$ cat config.mk
export PLATFORM = sky130hd
export DESIGN_NAME = alu_issue_stage
export DESIGN_NICKNAME = d
export VERILOG_FILES = /design/src/rtl/alu_pkg.sv /design/src/rtl/alu_issue_stage_imm_gen.sv /design/src/rtl/alu_issue_stage.sv
export SDC_FILE = /design/constraint.sdc
export NUM_CORES = 1
export LEC_CHECK = 0
export CAP_MARGIN = 15
export CORE_ASPECT_RATIO = 1.2
export CORE_MARGIN = 4
export CORE_UTILIZATION = 23
export CTS_BUF_LIST = sky130_fd_sc_hd__clkbuf_16
export CTS_CLUSTER_DIAMETER = 150
export DETAILED_ROUTE_END_ITERATION = 10
export HOLD_SLACK_MARGIN = 0.05
export SETUP_SLACK_MARGIN = 0.05
export SYNTH_ARGS = -nofsm -noshare
export SYNTH_HDL_FRONTEND = slang
export SYNTH_SLANG_ARGS = --single-unit
$ cat constraint.sdc
create_clock -name clk -period 6.2 [get_ports clk]
set_input_delay 1.24 -clock clk [delete_from_list [all_inputs] [get_ports clk]]
set_output_delay 1.24 -clock clk [all_outputs]
set_load 0.005 [all_outputs]
$ cat src/rtl/alu_pkg.sv
// Shared ALU op codes, RV32I encoding constants and the decoded-bundle layout
// used between the issue stage and the ALU.
package alu_pkg;

  localparam logic [3:0] ALU_EQ  = 4'd0;
  localparam logic [3:0] ALU_NE  = 4'd1;
  localparam logic [3:0] ALU_LT  = 4'd2;
  localparam logic [3:0] ALU_GE  = 4'd3;
  localparam logic [3:0] ALU_LTU = 4'd4;
  localparam logic [3:0] ALU_GEU = 4'd5;
  localparam logic [3:0] ALU_ADD = 4'd6;
  localparam logic [3:0] ALU_XOR = 4'd7;
  localparam logic [3:0] ALU_OR  = 4'd8;
  localparam logic [3:0] ALU_AND = 4'd9;
  localparam logic [3:0] ALU_SUB = 4'd10;
  localparam logic [3:0] ALU_SLL = 4'd11;
  localparam logic [3:0] ALU_SRL = 4'd12;
  localparam logic [3:0] ALU_SRA = 4'd13;

  localparam logic [6:0] OPC_OP     = 7'b0110011;
  localparam logic [6:0] OPC_OPIMM  = 7'b0010011;
  localparam logic [6:0] OPC_BRANCH = 7'b1100011;
  localparam logic [6:0] OPC_LOAD   = 7'b0000011;
  localparam logic [6:0] OPC_STORE  = 7'b0100011;
  localparam logic [6:0] OPC_LUI    = 7'b0110111;
  localparam logic [6:0] OPC_AUIPC  = 7'b0010111;
  localparam logic [6:0] OPC_JAL    = 7'b1101111;
  localparam logic [6:0] OPC_JALR   = 7'b1100111;

  localparam logic [2:0] F3_ADD  = 3'b000;
  localparam logic [2:0] F3_SLL  = 3'b001;
  localparam logic [2:0] F3_SLT  = 3'b010;
  localparam logic [2:0] F3_SLTU = 3'b011;
  localparam logic [2:0] F3_XOR  = 3'b100;
  localparam logic [2:0] F3_SR   = 3'b101;
  localparam logic [2:0] F3_OR   = 3'b110;
  localparam logic [2:0] F3_AND  = 3'b111;

  localparam logic [2:0] F3_BEQ  = 3'b000;
  localparam logic [2:0] F3_BNE  = 3'b001;
  localparam logic [2:0] F3_BLT  = 3'b100;
  localparam logic [2:0] F3_BGE  = 3'b101;
  localparam logic [2:0] F3_BLTU = 3'b110;
  localparam logic [2:0] F3_BGEU = 3'b111;

  localparam logic [6:0] F7_BASE = 7'b0000000;
  localparam logic [6:0] F7_ALT  = 7'b0100000;

  typedef struct packed {
    logic [3:0]  aluOp;
    logic [31:0] aluIn0;
    logic [31:0] aluIn1;
    logic [31:0] rs2Out;
    logic [31:0] immOut;
    logic [31:0] pcOut;
    logic [4:0]  rdAddr;
    logic        regWrite;
    logic        isBranch;
    logic        isLoad;
    logic        isStore;
    logic        illegal;
  } decodedT;

  localparam int DEC_W = $bits(decodedT);

endpackage

$ cat src/rtl/alu_issue_stage_imm_gen.sv
// Combinational RV32I immediate extraction (I/S/B/U/J), all sign-extended.
// Opcode bits carry no immediate data, so only instr[31:7] is taken.
module imm_gen (
  input  logic [31:7] instr,
  output logic [31:0] immI,
  output logic [31:0] immS,
  output logic [31:0] immB,
  output logic [31:0] immU,
  output logic [31:0] immJ
);
  assign immI = {{20{instr[31]}}, instr[31:20]};
  assign immS = {{20{instr[31]}}, instr[31:25], instr[11:7]};
  assign immB = {{19{instr[31]}}, instr[31], instr[7], instr[30:25], instr[11:8], 1'b0};
  assign immU = {instr[31:12], 12'h000};
  assign immJ = {{11{instr[31]}}, instr[31], instr[19:12], instr[20], instr[30:21], 1'b0};
endmodule

$ cat src/rtl/alu_issue_stage.sv
// RV32I decode and operand select feeding the ALU through a 2-entry skid
// buffer, so every ALU input and inReady come straight from flops.
module alu_issue_stage
  import alu_pkg::*;
#(
  parameter int XLEN       = 32,
  parameter int REG_ADDR_W = 5
) (
  input  logic                  clk,
  input  logic                  rst,
  input  logic                  flush,
  input  logic                  inValid,
  output logic                  inReady,
  input  logic [31:0]           instr,
  input  logic [XLEN-1:0]       pcIn,
  input  logic [XLEN-1:0]       rs1Data,
  input  logic [XLEN-1:0]       rs2Data,
  output logic                  outValid,
  input  logic                  outReady,
  output logic [3:0]            aluOp,
  output logic [XLEN-1:0]       aluIn0,
  output logic [XLEN-1:0]       aluIn1,
  output logic [XLEN-1:0]       rs2Out,
  output logic [XLEN-1:0]       immOut,
  output logic [XLEN-1:0]       pcOut,
  output logic [REG_ADDR_W-1:0] rdAddr,
  output logic                  regWrite,
  output logic                  isBranch,
  output logic                  isLoad,
  output logic                  isStore,
  output logic                  illegal
);
  logic [31:0] immI, immS, immB, immU, immJ;
  logic [6:0]  opcode, funct7;
  logic [2:0]  funct3;
  logic        isImm;
  decodedT     decP0, mainP1, skidP1;
  logic        mainVld, skidVld, inReadyQ;
  logic        accept, transfer, mainLoad, skidLoad, mainVldNext, skidVldNext;

  imm_gen uImmGen (
    .instr (instr[31:7]),
    .immI  (immI),
    .immS  (immS),
    .immB  (immB),
    .immU  (immU),
    .immJ  (immJ)
  );

  assign opcode = instr[6:0];
  assign funct3 = instr[14:12];
  assign funct7 = instr[31:25];

  // Stage p0: combinational decode of the presented instruction
  always_comb begin
    decP0        = '0;
    isImm        = (opcode == OPC_OPIMM);
    decP0.aluOp  = ALU_ADD;
    decP0.rs2Out = rs2Data;
    decP0.pcOut  = pcIn;
    decP0.rdAddr = instr[11:7];
    case (opcode)
      OPC_OP, OPC_OPIMM: begin
        decP0.aluIn0   = rs1Data;
        decP0.aluIn1   = isImm ? immI : rs2Data;
        decP0.immOut   = immI;
        decP0.regWrite = 1'b1;
        case (funct3)
          F3_ADD:  decP0.aluOp = (!isImm && funct7 == F7_ALT) ? ALU_SUB : ALU_ADD;
          F3_SLL:  decP0.aluOp = ALU_SLL;
          F3_SLT:  decP0.aluOp = ALU_LT;
          F3_SLTU: decP0.aluOp = ALU_LTU;
          F3_XOR:  decP0.aluOp = ALU_XOR;
          F3_SR:   decP0.aluOp = (funct7 == F7_ALT) ? ALU_SRA : ALU_SRL;
          F3_OR:   decP0.aluOp = ALU_OR;
          default: decP0.aluOp = ALU_AND;
        endcase
        // Only shifts consume funct7 on OP-IMM; the rest carry immediate bits there
        if (!isImm)
          decP0.illegal = !(funct7 == F7_BASE ||
                            (funct7 == F7_ALT && (funct3 == F3_ADD || funct3 == F3_SR)));
        else if (funct3 == F3_SLL)
          decP0.illegal = (funct7 != F7_BASE);
        else if (funct3 == F3_SR)
          decP0.illegal = !(funct7 == F7_BASE || funct7 == F7_ALT);
      end
      OPC_BRANCH: begin
        decP0.aluIn0   = rs1Data;
        decP0.aluIn1   = rs2Data;
        decP0.immOut   = immB;
        decP0.isBranch = 1'b1;
        case (funct3)
          F3_BEQ:  decP0.aluOp = ALU_EQ;
          F3_BNE:  decP0.aluOp = ALU_NE;
          F3_BLT:  decP0.aluOp = ALU_LT;
          F3_BGE:  decP0.aluOp = ALU_GE;
          F3_BLTU: decP0.aluOp = ALU_LTU;
          F3_BGEU: decP0.aluOp = ALU_GEU;
          default: decP0.illegal = 1'b1;
        endcase
      end
      OPC_LOAD: begin
        decP0.aluIn0   = rs1Data;
        decP0.aluIn1   = immI;
        decP0.immOut   = immI;
        decP0.isLoad   = 1'b1;
        decP0.regWrite = 1'b1;
      end
      OPC_STORE: begin
        decP0.aluIn0  = rs1Data;
        decP0.aluIn1  = immS;
        decP0.immOut  = immS;
        decP0.isStore = 1'b1;
      end
      OPC_LUI: begin
        decP0.aluIn1   = immU;
        decP0.immOut   = immU;
        decP0.regWrite = 1'b1;
      end
      OPC_AUIPC: begin
        decP0.aluIn0   = pcIn;
        decP0.aluIn1   = immU;
        decP0.immOut   = immU;
        decP0.regWrite = 1'b1;
      end
      OPC_JAL, OPC_JALR: begin
        decP0.aluIn0   = pcIn;
        decP0.aluIn1   = 32'd4;
        decP0.immOut   = (opcode == OPC_JAL) ? immJ : immI;
        decP0.regWrite = 1'b1;
      end
      default: decP0.illegal = 1'b1;
    endcase
    // Illegal encodings travel as an inert ADD 0+0 so the ALU never sees garbage
    if (decP0.illegal) begin
      decP0.aluOp    = ALU_ADD;
      decP0.aluIn0   = '0;
      decP0.aluIn1   = '0;
      decP0.regWrite = 1'b0;
      decP0.isBranch = 1'b0;
      decP0.isLoad   = 1'b0;
      decP0.isStore  = 1'b0;
    end
    if (decP0.rdAddr == 5'd0)
      decP0.regWrite = 1'b0;
  end

  always_comb begin
    accept      = inValid && inReadyQ;
    transfer    = mainVld && outReady;
    mainLoad    = accept && (!mainVld || (transfer && !skidVld));
    skidLoad    = accept && !mainLoad;
    mainVldNext = mainVld;
    skidVldNext = skidVld;
    if (transfer) begin
      mainVldNext = skidVld;
      skidVldNext = 1'b0;
    end
    if (mainLoad) mainVldNext = 1'b1;
    if (skidLoad) skidVldNext = 1'b1;
    if (flush) begin
      mainVldNext = 1'b0;
      skidVldNext = 1'b0;
    end
  end

  // Stage p1: main (output) and skid entries
  always_ff @(posedge clk) begin
    if (rst) begin
      mainVld  <= 1'b0;
      skidVld  <= 1'b0;
      inReadyQ <= 1'b1;
      mainP1   <= '0;
      skidP1   <= '0;
    end else begin
      mainVld  <= mainVldNext;
      skidVld  <= skidVldNext;
      inReadyQ <= !skidVldNext;
      if (!flush) begin
        if (transfer && skidVld) mainP1 <= skidP1;
        else if (mainLoad)       mainP1 <= decP0;
        if (skidLoad)            skidP1 <= decP0;
      end
    end
  end

  assign inReady  = inReadyQ;
  assign outValid = mainVld;
  assign aluOp    = mainP1.aluOp;
  assign aluIn0   = mainP1.aluIn0;
  assign aluIn1   = mainP1.aluIn1;
  assign rs2Out   = mainP1.rs2Out;
  assign immOut   = mainP1.immOut;
  assign pcOut    = mainP1.pcOut;
  assign rdAddr   = mainP1.rdAddr;
  assign regWrite = mainP1.regWrite;
  assign isBranch = mainP1.isBranch;
  assign isLoad   = mainP1.isLoad;
  assign isStore  = mainP1.isStore;
  assign illegal  = mainP1.illegal;

endmodule

==> metrics.md, run 1 <==
| Metric | Value |
|---|---|
| Slew @ Worst Pin | roughly 1.1 ns |
| Cell Pwr Density | about 270 nW/um^2 |
| Critical R2R Capture | immOut[2] |
| Die W | 234 microns |
| R2r startpoint | outValid |
| Final #Nets | 2,046 |
| NetSw | roughly 1.2 mW |
| Clock Power Share | 0.449 |
| Vias in the first global route | between 10k and 15k |
| CTS Buf Count | 40 |
| Final min period | 4.20 ns |
| Setup bufs post-CTS | 0 |
| Max frequency | approximately 0.24 GHz |
| Outcome | completed |
| Clk sinks | 351 |
| Fraction of layout cells with a size suffix above 1 | 0.0702 |
| WHS | 0.450 ns |
| Starting DRT DRC Count | 1,140 |
| Setup TNS | 0 ns |
| Hold Vio Cnt, Final | 0 |
| Post-route clock period utilization | 0.678 |
| Slew HR | 0.262 |
| Routed wire length | between 50,000 and 60,000 microns |
| Rows | slightly below 100 |
| Detailed Routing Iterations Pass 1 | 5 |
| Max_cap viols | 0 |
| Layout fillers | between 6k and 7k |
| Data required, critical path | 6.58 ns |
| Core area | ~61,000 sq um |
| Mapped cell area | ~14,000 sq um |
| Most common cell after layout, fill and taps aside | nand2_1 |
| Unrepaired setup endpoints after global routing | false |
| Clk root buf | clkbuf_16 |
| Synth Warn # | 0 |
| Most frequent cells in the layout | nand2_1, dfxtp_1, clkdlybuf4s50_1, nor2_1, a21oi_1 |
| Syn_area_per_cell | between 8 and 9 sq um |
| Ports | between 300 and 400 |
| First-pass GRT wire length | a little over 80,000 microns |
| Crit-path cells | clkdlybuf4s50_1 -> nand4bb_1 -> nor2_1 -> o21ai_0 -> nor2_1 -> or4_4 -> o21ai_0 |
| #FFs+latches synth | roughly 350 |
| Worst Hold Class | reg2reg |
| Detail-routed via count per cell | 4.98 |
| Syn Inst Count | 1,691 |
| CTS Hold Bufs | 0 |
| Crit path to | skidP1[116] |
| Critical path capture point type | flip-flop |
| EDFF count, synth | 0 |
| Area delta synth->final | 34.9% |
| Design internal power | between 3 and 4 mW |
| Residual overflow from global routing | 0 |
| Crit path from | instr[3] |
| GP Congestion | between 0.8 and 0.9 |
| Area leader, netlist | dfxtp_1 |
| Leakage power | just over 6 nW |
| Max rail drop VDD | approximately 0.00015 V |
| CTS clk-pin slew, worst paths | ~0.060 ns |
| Sequential fraction of the synthesis area | 0.498 |
| CP max stage cell | or4_4 |
| Final setup vio count | 0 |
| Initial antenna violation count | 2 |
| DRC Markers | 0 |
| Slew Viols, Final | 0 |
| Slowest stage delay, CP | about 0.92 ns |
| Routed Antenna Nets | 0 |
| Post-DP HPWL | between 30,000 and 40,000 microns |
| Die ar. | about 65,000 sq um |
| CTS tree | built |
| Comb pwr share | 0.091 |
| Distinct cells, synth | 62 |
| Switching Share | 0.244 |
| Global Route Usage Sum | 0.160 |
| Initial core utilization | 0.232 |
| Critical path arrival | around 4.6 ns |
| Synth async-reset ratio | 0 |
| Flop-to-flop setup slack | 3.37 ns |
| Vias | between 10k and 15k |
| Reg power frac | 0.460 |
| Crit Path Class | in2reg |
| Synth top area cells | dfxtp_1, nand2_1, a22oi_1 |
| Crit start category | primary input |
| PortBufs | ~310 |
| Largest net degree at the start of global routing | around 130 |
| Clk_lat worst skew | 0.55 ns |
| Net Count, Synth | ~1.8k |
| Max clock buf depth | 3 |
| Top-area cell type share of the netlist area | 0.498 |
| Synth Flop Type | dfxtp_1 |
| Routed len/inst | between 20 and 25 microns |
| Die H | approximately 280 microns |
| PostCTS Resize Cnt | 0 |
| Crit Path Max Fanout | 65 |
| Layout Skew | between 0.01 and 0.015 ns |
| Reg2Reg Depth | 8 |
| Max H-tree Level | 2 |
## cells by family (layout without fill, tap and decap cells)
family / after synthesis / after routing / synth area share
AND/OR/NAND/NOR: 609 / 609 / 0.176
other: 0 / 3 / 0
buffers and inverters: 161 / 407 / 0.0510
XOR/XNOR: 1 / 1 / 0.000621
multiplexers: 1 / 1 / 0.000709
AO/OA/AOI/OAI: 565 / 565 / 0.272
flip-flops: 351 / 351 / 0.498
adder cells (fa/ha/maj): 3 / 3 / 0.00266
## power groups by stage
stage          Sequential (mW)  Clock (mW)  Combinational [mW]
5_1_grt                   2.34        2.45               0.499
6_report                  2.34        2.28               0.463
2_1_floorplan             2.39           0               0.176
3_3_place_gp              2.39           0               0.457
4_1_cts                   2.34        2.37               0.467
3_5_place_dp              2.39           0               0.465
## sequential cells by signal (all words and copies together), names as in the netlist
register,count
skidVld,1
outValid,1
rs2Out,32
isBranch,1
skidP1,174
illegal,1
aluOp,4
regWrite,1
pcOut,32
rdAddr,5
aluIn1,32
inReady,1
aluIn0,32
immOut,32
isStore,1
isLoad,1
## cell usage after synthesis, types with 4 or more instances
cell type  instances
a211oi_1          28
a21oi_1          117
a221oi_1          41
a22o_1             4
a22oi_1          107
a311oi_1          72
a31oi_1           12
buf_2             10
buf_6             12
clkbuf_1         127
dfxtp_1          351
inv_1              4
nand2_1          414
nand3_1           13
nand3b_1           5
nor2_1           130
nor3_1            18
o21ai_0           61
o21ai_1           72
o21ai_2           29
or4_1              4
## per-stage QoR
| stage | setup WS [ns] | total power [mW] | util | instances | cell area (sq um) |
|---|---|---|---|---|---|
| 2_1_floorplan | 3.26 | 2.56 | - | 1691 | 14100 |
| 3_3_place_gp | 1.59 | 2.84 | 0.293 | 2676 | 17800 |
| 3_5_place_dp | 1.44 | 2.85 | 0.293 | 2676 | 17800 |
| 4_1_cts | 2.03 | 5.17 | 0.313 | 2745 | 19000 |
| 5_1_grt | 1.69 | 5.29 | 0.313 | 2745 | 19000 |
| 6_report | 2.00 | 5.08 | 0.313 | 2748 | 19000 |
## critical path, delay by kind of cell
kind	cells	cell delay [ns]
buffers and inverters	1	0.63
AO/OA/AOI/OAI	2	0.37
AND/OR/NAND/NOR	4	2.30
## area by class of cell
class	instances	area (sq um)	share of cell area
clock buffers	41	1030	0.0539
multi-input cells	1179	6450	0.339
repair buffers	333	3290	0.173
inverters	5	18.8	0.000986
well taps	808	1010	0.0531
clock inverters	28	210	0.0110
diodes	3	7.51	0.000394
flip-flops and latches	351	7030	0.369
## how the worst min path moves through the flow
stage / startpoint / to / cells after the start
global placement: skidP1[107] / skidP1[107] / 2
detailed placement: skidP1[161] / skidP1[161] / 2
finish: skidP1[129] / skidP1[129] / 2
CTS: skidP1[129] / skidP1[129] / 2
global route: skidP1[129] / skidP1[129] / 2
floorplan: skidP1[106] / skidP1[106] / 2
## routing by layer
layer	vias up	routed length, microns	GRT usage	share of wire
met3	88	4250	0.0430	0.077
li1	6466	-	-	-
met1	6618	22500	0.196	0.41
met4	0	1940	0.0576	0.035
met5	-	0	0	0
met2	502	26300	0.271	0.48
No activity file was read; power rests on OpenSTA's default activity.
==> run 2, diff against run 1 <==
==> constraint.sdc (replaced) <==
create_clock -name clk -period 3.5 [get_ports clk]
set_input_delay 0.7 -clock clk [delete_from_list [all_inputs] [get_ports clk]]
set_output_delay 0.7 -clock clk [all_outputs]
set_load 0.005 [all_outputs]
==> run 2 against run 1 <==
- sequential share of layout area shrank 0.85 points
- clock power grew 91%
- design area grew 2.4%
- die area is the same
- worst hold slack lost 0.00065 ns
- global-route usage grew 0.33 points
- clock skew grew 0.010 ns
- non-clock buffer count grew 31
- combinational power grew 80%
- final cell count grew 1.4%
- sequential power grew 77%
- core utilization grew 0.74 points
- critical endpoint is now aluIn1[9]
==> metrics.md, run 2 (synthesis results as in run 1) <==
| Metric | Value |
|---|---|
| Hold path start | skidP1[170] |
| Unrepaired setup endpoints after global routing | false |
| Setup TNS | 0 ns (unchanged) |
| PortBufs | 308 (unchanged) |
| DRC Markers | 0 (unchanged) |
| Routed Antenna Nets | 0 (unchanged) |
| Max clock buf depth | 3 (unchanged) |
| Vias | 13.7k (+0.21%) |
| First-pass GRT wire length | 82,900 microns (+2.2%) |
| Most common cell after layout, fill and taps aside | nand2_1 |
| Critical path buffers and inverters | 2 (+1) |
| PostCTS Resize Cnt | 0 (unchanged) |
| Hold Vio Cnt, Final | 0 (unchanged) |
| Slew HR | 0.355 (+0.0927) |
| Residual overflow from global routing | 0 (unchanged) |
| Post-DP HPWL | 38,800 microns (+4.3%) |
| Layout Skew | 0.0223 ns (+0.0103 ns) |
| Slew Viols, Final | 0 (unchanged) |
| Crit Path Class | in2reg |
| Rows | 99 (unchanged) |
| Final min period | ~2.8 ns |
| Largest net degree at the start of global routing | 111 (-14%) |
| Starting DRT DRC Count | 838 (-26%) |
| Die W | 234 microns (unchanged) |
| CTS Buf Count | 41 (+2.5%) |
| Fin util | 0.320 (+0.00738) |
| Initial antenna violation count | 6 (+4) |
| Slew @ Worst Pin | 0.962 ns (-0.142 ns) |
| Most frequent cells in the layout | nand2_1, dfxtp_1, clkdlybuf4s50_1, nor2_1, a21oi_1 |
| Detail-routed via count per cell | 4.92 (-1.2%) |
| Ports | 309 (unchanged) |
| Core area | 60,800 sq um (unchanged) |
| Clk sinks | 351 (unchanged) |
| Max H-tree Level | 2 (unchanged) |
| Critical path arrival | 3.26 ns (-1.32 ns) |
| Max_cap viols | 0 (unchanged) |
| Worst setup margin | 0.652 ns (-1.34 ns) |
| Setup bufs post-CTS | 0 (unchanged) |
| Die H | 279 microns (unchanged) |
| Final #Nets | 2,078 (+1.6%) |
| Critical path capture point type | flip-flop |
| Placed cell area | 18,100 sq um (+1.8%) |
| R2r startpoint | outValid |
| Fin area | 19,500 sq um (+2.4%) |
| Outcome | completed |
| Worst Hold Class | reg2reg |
| Setup slack at placement | 0.186 ns (-1.25 ns) |
| CTS clk-pin slew, worst paths | 0.06 ns (about the same) |
| Max rail drop VDD | 0.000262 V (+74%) |
| Detailed Routing Iterations Pass 1 | 5 (unchanged) |
| Routed len/inst | 20.1 microns (+0.47%) |
| CP top delay family | buffers and inverters |
| Max frequency | about 0.35 GHz |
| CP max stage cell | clkdlybuf4s50_1 |
| GP Congestion | 0.841 (-1.7%) |
| Fraction of layout cells with a size suffix above 1 | 0.0887 (+0.0185) |
| Crit path from | instr[6] |
| Crit path to | aluIn1[9] |
| Crit. path cell count | 7 (unchanged) |
| Post-route clock period utilization | 0.814 |
| Data required, critical path | 3.91 ns (-2.67 ns) |
| Crit Path Max Fanout | 35 (-46%) |
| Cell Pwr Density | 479 nW/um^2 (+79%) |
| Reg2Reg Depth | 6 (-2) |
| Clk_lat worst skew | 0.57 ns (+0.02 ns) |
| Critical R2R Capture | aluIn1[9] |
| Global Route Usage Sum | 0.164 (+0.00329) |
| Die ar. | 65,400 sq um (unchanged) |
| Max reg flops | 174 (unchanged) |
| CTS tree | built |
| Crit start category | primary input |
| Largest Register | skidP1 |
| Clk root buf | clkbuf_16 |
| Area delta synth->final | 38.1% |
| Final setup vio count | 0 (unchanged) |
| Routed wire length | 56,000 microns (+1.9%) |
| CTS Hold Bufs | 0 (unchanged) |
| Flop-to-flop setup slack | 0.88 ns (-2.49 ns) |
| Initial core utilization | 0.232 (unchanged) |
| Leakage power | 6.36 nW (+3.9%) |
| Crit-path cells | clkdlybuf4s50_1 -> nand2b_1 -> a21oi_1 -> o221ai_1 -> or4_4 -> buf_4 -> o21ai_0 |
| Vias in the first global route | 13.5k (+2.7%) |
| Slowest stage delay, CP | 0.74 ns (-0.18 ns) |
run 2: worst min path at each step:
stage / endpoint / slack, ns / depth (start not counted)
floorplan: skidP1[106] / 0.43 / 2
global placement: skidP1[107] / 0.43 / 2
detailed placement: skidP1[154] / 0.44 / 2
CTS: skidP1[130] / 0.45 / 2
global route: skidP1[20] / 0.47 / 2
finish: skidP1[170] / 0.45 / 2
run 2: worst reg2reg max path, stage by stage (launching register included):
cell and delay (ns):
dfxtp_1 0.57, nand2_2 0.17, a221o_1 0.37, nor3_2 0.78, buf_4 0.40, a22oi_1 0.12, o21ai_0 0.12
run 2: final cells by class:
class	instances	area, sq um
Antenna cell	6	15.0
Clock buffer	43	1080
Clock inverter	31	282
Fill cell	6278	41300
Inverter	5	18.8
Multi-Input combinational cell	1179	6450
Sequential cell	351	7030
Tap cell	808	1010
Timing Repair Buffer	364	3610
run 2: per-layer routing:
metal,part of all wire,global-route usage,up-vias
met5,0,0,-
met2,0.48,0.280,471
met3,0.070,0.0401,101
met1,0.41,0.198,6593
met4,0.036,0.0619,0
li1,-,-,6538
run 2: report_power, final:
part / switching (mW) / total [mW] / internal (mW)
clock: 1.81 / 4.35 / 2.54
sequential: 0.0551 / 4.14 / 4.09
combinational: 0.441 / 0.835 / 0.394
total: 2.31 / 9.33 / 7.02
run 2: metrics by stage:
stage                     total power, mW  std cells  hold WS, ns
final                                9.33       2787        0.449
after global routing                 9.68       2783        0.467
after CTS                            9.48       2781        0.450
after detailed placement             5.07       2707        0.441
after global placement               5.06       2707        0.433
after floorplan                      4.54       1691        0.425
==> run 3, diff against run 2 <==
==> constraint.sdc (replaced) <==
create_clock -name clk -period 2.9 [get_ports clk]
set_input_delay 0.58 -clock clk [delete_from_list [all_inputs] [get_ports clk]]
set_output_delay 0.58 -clock clk [all_outputs]
set_load 0.005 [all_outputs]
==> run 3 against run 2 <==
- design area is 0.81% higher
- clock-buffer cell count fell by 3
- total power increased by 17%
- sequential cell count stayed put
- clock skew decreased by 0.0029 ns
- via count up 1.1%
- core utilization rose by 0.26 points
- sequential power is 21% higher
- die area stayed put
- global-route usage up 0.066 points
- critical path depth rose by 2
- highest routed layer is now met5
==> metrics.md, run 3 (synthesis results as in run 1) <==
| Metric | Value |
|---|---|
| Final #Nets | 2,101 (+1.1%) |
| Multi-input logic area | 6450 sq um (unchanged) |
| Die ar. | 65,400 sq um (unchanged) |
| FF/Latch Area | 7030 sq um (unchanged) |
| Slew @ Worst Pin | 1.00 ns (+0.0386 ns) |
| Layout fillers | 6,237 (-0.65%) |
| Area delta synth->final | 39.2% |
| Initial core utilization | 0.232 (unchanged) |
| DRC Markers | 0 (unchanged) |
| Slew Viols, Final | 0 (unchanged) |
| Routed len/inst | 20.0 microns (-0.35%) |
| Most common cell after layout, fill and taps aside | nand2_1 |
| Final setup vio count | 0 (unchanged) |
| Unrepaired setup endpoints after global routing | false |
| Max clock buf depth | 3 (unchanged) |
| Die H | 279 microns (unchanged) |
| Hold Vio Cnt, Final | 0 (unchanged) |
| Global Route Usage Sum | 0.164 (+0.000656) |
| Cell Pwr Density | 556 nW/um^2 (+16%) |
| Data required, critical path | 3.37 ns (-0.54 ns) |
| CTS clk-pin slew, worst paths | 0.06 ns (about the same) |
| DP Cell Count | 2,732 (+0.92%) |
| Initial antenna violation count | 8 (+2) |
| Most frequent cells in the layout | nand2_1, dfxtp_1, clkdlybuf4s50_1, nor2_1, a21oi_1 |
| Die W | 234 microns (unchanged) |
| Max rail drop VDD | 0.000388 V (+48%) |
| Detail-routed via count per cell | 4.94 (+0.49%) |
| PostCTS Resize Cnt | 0 (unchanged) |
| Total power draw | 10.9 mW (+17%) |
| Detailed Routing Iterations Pass 1 | 5 (unchanged) |
| Largest Register | skidP1 |
| Vias in the first global route | 13.5k (-0.26%) |
| CTS tree | built |
| Starting DRT DRC Count | 1,028 (+23%) |
| Crit start category | primary input |
| Clk root buf | clkbuf_16 |
| Slew HR | 0.333 (-0.0222) |
| Max reg flops | 174 (unchanged) |
| Critical path capture point type | flip-flop |
| Leakage power | 6.47 nW (+1.7%) |
| Max H-tree Level | 2 (unchanged) |
| Max frequency | just over 0.4 GHz |
| First-pass GRT wire length | 83,200 microns (+0.42%) |
| Largest net degree at the start of global routing | 112 (+0.90%) |
| Max_cap viols | 0 (unchanged) |
| Vias | 13.9k (+1.1%) |
| WHS | 0.442 ns (-0.00741 ns) |
| CTS Hold Bufs | 0 (unchanged) |
| CTS Buf Count | 39 (-4.9%) |
| Crit Path Max Fanout | 33 (-5.7%) |
| Crit Path Class | in2reg |
| Routed wire length | 56,200 microns (+0.26%) |
| Setup bufs post-CTS | 0 (unchanged) |
| Clk_lat worst skew | 0.55 ns (-0.02 ns) |
| Routed Antenna Nets | 0 (unchanged) |
| Post-route clock period utilization | 0.838 |
| Ports | 309 (unchanged) |
| Final min period | ~2.4 ns |
| Rows | 99 (unchanged) |
| Fraction of layout cells with a size suffix above 1 | 0.0969 (+0.00819) |
| Critical path arrival | 2.90 ns (-0.36 ns) |
| Core area | 60,800 sq um (unchanged) |
| Worst Hold Class | in2reg |
| Post-DP HPWL | 39,500 microns (+1.8%) |
| Clk sinks | 351 (unchanged) |
| Post-route insts no fill | 2,804 (+0.61%) |
| Residual overflow from global routing | 0 (unchanged) |
| PortBufs | 308 (unchanged) |
| Layout Skew | 0.0194 ns (-0.00293 ns) |
| GP Congestion | 0.882 (+4.8%) |
| Outcome | completed |
run 3: cell type report:
class / count / share of cell area
clock inverters: 28 / 0.0118
clock buffers: 40 / 0.0509
inverters: 5 / 0.000955
well taps: 808 / 0.0515
multi-input cells: 1179 / 0.328
flip-flops and latches: 351 / 0.358
diodes: 4 / 0.000509
repair buffers: 389 / 0.198
run 3: critical path: stages:
cell and delay, ns:
clkdlybuf4s50_1 0.53, inv_2 0.10, nor2_1 0.18, nor3_2 0.11, buf_12 0.15, nor2_4 0.71, buf_12 0.31, nand2_1 0.08
o21ai_0 0.08
run 3: through the flow:
stage	utilization	instance area, sq um	setup slack (ns)	TNS (ns)
floorplan	-	14100	0.618	0
global placement	0.303	18400	-0.00441	-0.0262
detailed placement	0.303	18400	-0.107	-2.66
CTS	0.323	19600	0.486	0
global route	0.323	19600	0.344	0
finish	0.323	19600	0.471	0
run 3: metal layers:
metal | up-vias | wire, microns | GRT usage
met5 | - | 27 | 0
met4 | 4 | 2030 | 0.0596
met3 | 101 | 4310 | 0.0436
met2 | 495 | 26300 | 0.274
met1 | 6662 | 23500 | 0.204
li1 | 6592 | - | -
run 3: power by group:
| part | internal [mW] | switching (mW) |
|---|---|---|
| sequential | 4.93 | 0.0642 |
| combinational | 0.504 | 0.535 |
| clock | 2.78 | 2.10 |
run 3: path summary, 6_finish.rpt:
path | cells past startpoint | end | slack (ns) | start
worst max-delay path | 9 | skidP1[114] | 0.47 | outReady
worst min-delay path | 2 | skidP1[87] | 0.44 | rst
worst max register to register | 5 | skidP1[141] | 0.56 | outValid
worst min register to register | 2 | skidP1[24] | 0.45 | skidP1[24]
